--- src/rtl/ex_mem_stage.sv ---
// ex_mem_stage: EX-stage ALU feeding the EX/MEM pipeline register.
// Single-cycle ops (ADD, SUB, funct3-decoded) load EX/MEM on the next edge.
// Optional feature macro EX_MUL_EN: when defined, alu_op=11 runs a 32-step
// shift-add multiplier FSM (IDLE/BUSY/DONE) that stalls upstream while busy.
// When EX_MUL_EN is undefined, alu_op=11 executes as ADD and stall is tied low.
module ex_mem_stage (
  input  logic        clk,
  input  logic        reset,
  input  logic        ex_valid,
  input  logic [31:0] ex_read_data1,
  input  logic [31:0] ex_read_data2,
  input  logic [31:0] ex_imm_ext,
  input  logic [4:0]  ex_rd,
  input  logic        ex_reg_write,
  input  logic        ex_alu_src,
  input  logic [1:0]  ex_alu_op,
  input  logic [2:0]  ex_funct3,
  input  logic        ex_flush,
  output logic        stall,
  output logic        mem_valid,
  output logic [31:0] mem_alu_result,
  output logic [31:0] mem_store_data,
  output logic [4:0]  mem_rd,
  output logic        mem_reg_write
);

  logic [31:0] opB;
  logic [31:0] aluResult;
  logic [31:0] finalResult;
  logic        loadValid;

  logic        memValid_q;
  logic [31:0] memAluResult_q;
  logic [31:0] memStoreData_q;
  logic [4:0]  memRd_q;
  logic        memRegWrite_q;

  assign opB = ex_alu_src ? ex_imm_ext : ex_read_data2;

  // Single-cycle ALU; alu_op=11 falls back to ADD when no multiplier result is committing
  always_comb begin
    aluResult = ex_read_data1 + opB;
    case (ex_alu_op)
      2'b00: aluResult = ex_read_data1 + opB;
      2'b01: aluResult = ex_read_data1 - opB;
      2'b10: begin
        case (ex_funct3)
          3'b000:  aluResult = ex_read_data1 + opB;
          3'b001:  aluResult = ex_read_data1 << opB[4:0];
          3'b010:  aluResult = {31'd0, ($signed(ex_read_data1) < $signed(opB))};
          3'b011:  aluResult = {31'd0, (ex_read_data1 < opB)};
          3'b100:  aluResult = ex_read_data1 ^ opB;
          3'b101:  aluResult = ex_read_data1 >> opB[4:0];
          3'b110:  aluResult = ex_read_data1 | opB;
          default: aluResult = ex_read_data1 & opB;
        endcase
      end
      default: aluResult = ex_read_data1 + opB;
    endcase
  end

`ifdef EX_MUL_EN
  typedef enum logic [1:0] {IDLE, BUSY, DONE} mulState_t;

  mulState_t   state_q, state_d;
  logic [4:0]  cnt_q, cnt_d;
  logic [31:0] mcand_q, mcand_d;
  logic [31:0] mplier_q, mplier_d;
  logic [31:0] prod_q, prod_d;
  logic        mulStart;
  logic        mulCommit;

  // A multiply may only begin from IDLE; reset and flush both suppress the start
  assign mulStart  = !reset && (state_q == IDLE) && ex_valid && !ex_flush && (ex_alu_op == 2'b11);
  assign mulCommit = (state_q == DONE) && (ex_alu_op == 2'b11);

  // Multiplier next-state, shift-add datapath and stall generation
  always_comb begin
    state_d  = state_q;
    cnt_d    = cnt_q;
    mcand_d  = mcand_q;
    mplier_d = mplier_q;
    prod_d   = prod_q;
    stall    = 1'b0;
    case (state_q)
      IDLE: begin
        if (mulStart) begin
          stall    = 1'b1;
          mcand_d  = ex_read_data1;
          mplier_d = opB;
          prod_d   = 32'd0;
          cnt_d    = 5'd0;
          state_d  = BUSY;
        end
      end
      BUSY: begin
        stall = 1'b1;
        if (ex_flush) begin
          state_d = IDLE;
        end else begin
          if (mplier_q[0]) prod_d = prod_q + mcand_q;
          mcand_d  = mcand_q << 1;
          mplier_d = mplier_q >> 1;
          cnt_d    = cnt_q + 5'd1;
          if (cnt_q == 5'd31) state_d = DONE;
        end
      end
      DONE: begin
        state_d = IDLE;
      end
      default: state_d = IDLE;
    endcase
  end

  // Multiplier state registers; reset discards any partial product
  always_ff @(posedge clk or posedge reset) begin
    if (reset) begin
      state_q  <= IDLE;
      cnt_q    <= 5'd0;
      mcand_q  <= 32'd0;
      mplier_q <= 32'd0;
      prod_q   <= 32'd0;
    end else begin
      state_q  <= state_d;
      cnt_q    <= cnt_d;
      mcand_q  <= mcand_d;
      mplier_q <= mplier_d;
      prod_q   <= prod_d;
    end
  end

  assign finalResult = mulCommit ? prod_q : aluResult;
`else
  assign stall       = 1'b0;
  assign finalResult = aluResult;
`endif

  assign loadValid = ex_valid && !ex_flush && !stall;

  // EX/MEM register: valid entries load everything, bubbles clear valid/writeback and hold the rest
  always_ff @(posedge clk or posedge reset) begin
    if (reset) begin
      memValid_q     <= 1'b0;
      memAluResult_q <= 32'd0;
      memStoreData_q <= 32'd0;
      memRd_q        <= 5'd0;
      memRegWrite_q  <= 1'b0;
    end else begin
      memValid_q    <= loadValid;
      memRegWrite_q <= loadValid && ex_reg_write && (ex_rd != 5'd0);
      if (loadValid) begin
        memAluResult_q <= finalResult;
        memStoreData_q <= ex_read_data2;
        memRd_q        <= ex_rd;
      end
    end
  end

  assign mem_valid      = memValid_q;
  assign mem_alu_result = memAluResult_q;
  assign mem_store_data = memStoreData_q;
  assign mem_rd         = memRd_q;
  assign mem_reg_write  = memRegWrite_q;

endmodule

--- config.mk ---
export PLATFORM = sky130hd
export DESIGN_NAME = ex_mem_stage
export DESIGN_NICKNAME = d
export VERILOG_FILES = /design/src/rtl/ex_mem_stage.sv
export SDC_FILE = /design/constraint.sdc
export NUM_CORES = 1
export LEC_CHECK = 0
export ABC_AREA = 1
export CAP_MARGIN = 30
export CORE_UTILIZATION = 55
export DETAILED_ROUTE_END_ITERATION = 7
export PLACE_DENSITY = 0.77
export SLEW_MARGIN = 40
export SYNTH_ARGS = -nofsm -noshare
export SYNTH_HDL_FRONTEND = slang
export SYNTH_SLANG_ARGS = --single-unit
--- constraint.sdc ---
create_clock -name clk -period 6 [get_ports clk]
set_input_delay 0.9 -clock clk [delete_from_list [all_inputs] [get_ports clk]]
set_output_delay 0.9 -clock clk [all_outputs]
set_load 0.05 [all_outputs]
==> run metrics <==
worst setup path endpoint=mem_alu_result[28]; CTS tree=yes; layout cells sized above 1=3.75%; failing checks=DRC; leakage power=8.05 nW; FF+latch count, synth=just over 70; Max-Cap Viols=0; WL final=62,800 um; fin crit share=between 70 and 80%; Post-synth ARST share=100%; startpoint types=primary input; Min Clock Period, post-route=4.30 ns; Final Hold Viols=0; final max-slew violation count=0; H-tree Lvls=3; Worst R2R End=mem_alu_result[18]; vias in the first global route=~16k; All-Layer GR Usage=51.6%; Final nets=2,743; commonest non-fill, non-tap cell in the layout=nand2_1; RSZ-0062 raised after global routing=false; pin count of the biggest net entering global routing=75; Fmax=0.232 GHz; normalized max-slew margin=40.1%; post-synthesis cell area=13,100 sq um; R2R Path Start=mem_alu_result[18]; num rows=56; initial antenna violation count=0; most frequent cells in the layout=nand2_1 (746), nand3_1 (449), inv_1 (275); CTS resizes=0; RD Place Congestion=1.15; drt pass-1 iters=8; die area=~24,000 sq um; CP endpoint kind=flip-flop; I/O pin total=184; Worst VDD drop=0.188 mV; sequential cell area=1780 sq um; # DRC=1; First DRT Iteration DRCs=2,790; Worst Path Max Fanout=34; Die Height=156 um; final setup TNS=0 ns; worst path arrival time=between 4 and 5 ns; vias per cell=6.21; status=finished, violations left; Layout fillers=2,336; Post-DRT Antenna Nets=0; WS Path Type=primary input to flip-flop; clk_lat worst skew=0.37 ns; final setup vio count=0; Port Buffer Count=182; Worst-path clk slew=about 0.080 ns; CTS root buffer=clkbuf_16; Die W=156 um; Seq/Total Area, Yosys=13.6%; CTS Sinks=71; grt total ovfl=0; Most used DFF post-synth=dfrtp_1; first-pass GRT wire length=94,100 um; Starting Density=56.0%; syn_nets=2,628; core area=23,400 sq um; clk_skew=0 ns; Total Power Consumption=3.14 mW; Reg2Reg Depth=2; Setup Fix Bufs, Post-CTS=0; DR vias=17.6k; multi-input logic area=9810 sq um; area grow syn2layout=16.9%; mean post-synth cell area=between 5 and 6 sq um; Tightest Hold Check Type=flip-flop to flip-flop; Max clock buf depth=2; cell count after synthesis=2,390; worst path required time=~6.3 ns; post-detail-place hpwl=49,400 um; synth warn=0; cts hold-fix bufs=0; Reg2Reg Setup Slack=about 5.3 ns; TritonCTS buffer count=9; PD cells=205 nW/um^2; Unique masters post-synth=45; hold_ws=~0.47 ns; Worst Max-Slew Pin Slew=approximately 0.89 ns; WL/cell=22.2 um; CP Launch Point=ex_alu_src; EDFF count, synth=0
==> how the worst min path moves through the flow <==
| stage | start | endpoint | slack (ns) | cells past startpoint |
|---|---|---|---|---|
| after global routing | mem_store_data[19] | mem_store_data[19] | 0.49 | 2 |
| after global placement | mem_store_data[8] | mem_store_data[8] | 0.45 | 2 |
| after floorplan | mem_rd[0] | mem_rd[0] | 0.76 | 2 |
| after detailed placement | mem_store_data[6] | mem_store_data[6] | 0.46 | 2 |
| after CTS | mem_store_data[6] | mem_store_data[6] | 0.47 | 2 |
| final | mem_store_data[6] | mem_store_data[6] | 0.47 | 2 |
==> critical path, cell delays in order <==
cell and delay (ns):
buf_2 0.42, inv_4 0.28, or2_2 0.35, o21ai_0 0.21, ha_1 0.47, o21ai_0 0.76
a21oi_1 0.19, nand2_1 0.16, nand2_1 0.10, nand3_1 0.09, nand2_1 0.08, nand3_1 0.08
nand3_1 0.07, nand2_1 0.10, nand3_1 0.08, nand2_1 0.12, nand2_1 0.06
==> state kept, by name, indices dropped and copies added (netlist names) <==
| name | cells |
|---|---|
| mem_alu_result | 32 |
| mem_rd | 5 |
| mem_reg_write | 1 |
| mem_store_data | 32 |
| mem_valid | 1 |
==> Yosys cell counts, types with 4 or more instances <==
master / n / area, sq um
clkbuf_1: 53 / 199
o221ai_1: 8 / 70.1
buf_4: 9 / 67.6
buf_1: 9 / 33.8
o21ai_1: 10 / 50.1
buf_6: 8 / 90.1
nand4_1: 21 / 131
o22ai_1: 5 / 31.3
ha_1: 124 / 1550
nor2_2: 4 / 25.0
nand3b_1: 9 / 67.6
buf_2: 20 / 100
inv_1: 278 / 1040
nand3_1: 449 / 2250
o21bai_1: 14 / 105
nor3_1: 13 / 65.1
xor2_1: 15 / 131
or2_2: 33 / 206
a21oi_1: 135 / 676
o21ai_0: 123 / 616
nor2_1: 201 / 754
nand2_1: 747 / 2800
dfrtp_1: 71 / 1780
==> metal layers <==
layer  track usage (%)  vias up  share of wire [%]
met5                 0        -                  0
met4              38.8        0                9.0
met3              16.5      314                 14
met2              75.3     1507                 40
met1              63.1     7783                 37
li1                  -     7973                  -
==> stage by stage <==
step | worst slack, ns | utilization, % | cell area (sq um) | std cells
global route | 1.52 | 65.4 | 15300 | 2829
detailed placement | 1.48 | 64.2 | 15000 | 2813
CTS | 1.86 | 65.4 | 15300 | 2829
finish | 1.70 | 65.5 | 15300 | 2830
global placement | 1.51 | 64.2 | 15000 | 2813
floorplan | 2.67 | - | 13100 | 2390
==> logic make-up after synthesis <==
| logic type | after synthesis | share of synthesized area, % |
|---|---|---|
| simple gates | 1486 | 48.6 |
| compound gates | 309 | 12.7 |
| xor+xnor | 16 | 1.07 |
| other cells | 1 | 0.0286 |
| flops | 71 | 13.6 |
| buf+inv | 381 | 11.9 |
| fa+ha+maj | 126 | 12.1 |
==> power by group <==
group / leakage (nW) / switching [mW] / internal (mW) / total [mW]
registers: 0.869 / 0.0486 / 0.554 / 0.603
logic: 7.04 / 1.37 / 0.581 / 1.95
clock network: 0.135 / 0.294 / 0.290 / 0.584
==> area by class of cell <==
cell class / instances / area share (%)
Antenna cell: 1 / 0.0163
Clock buffer: 9 / 1.47
Clock inverter: 7 / 0.400
Inverter: 282 / 6.97
Multi-Input combinational cell: 1938 / 64.0
Sequential cell: 71 / 11.6
Tap cell: 319 / 2.61
Timing Repair Buffer: 203 / 12.9
Power figures use the tool's default switching activity.
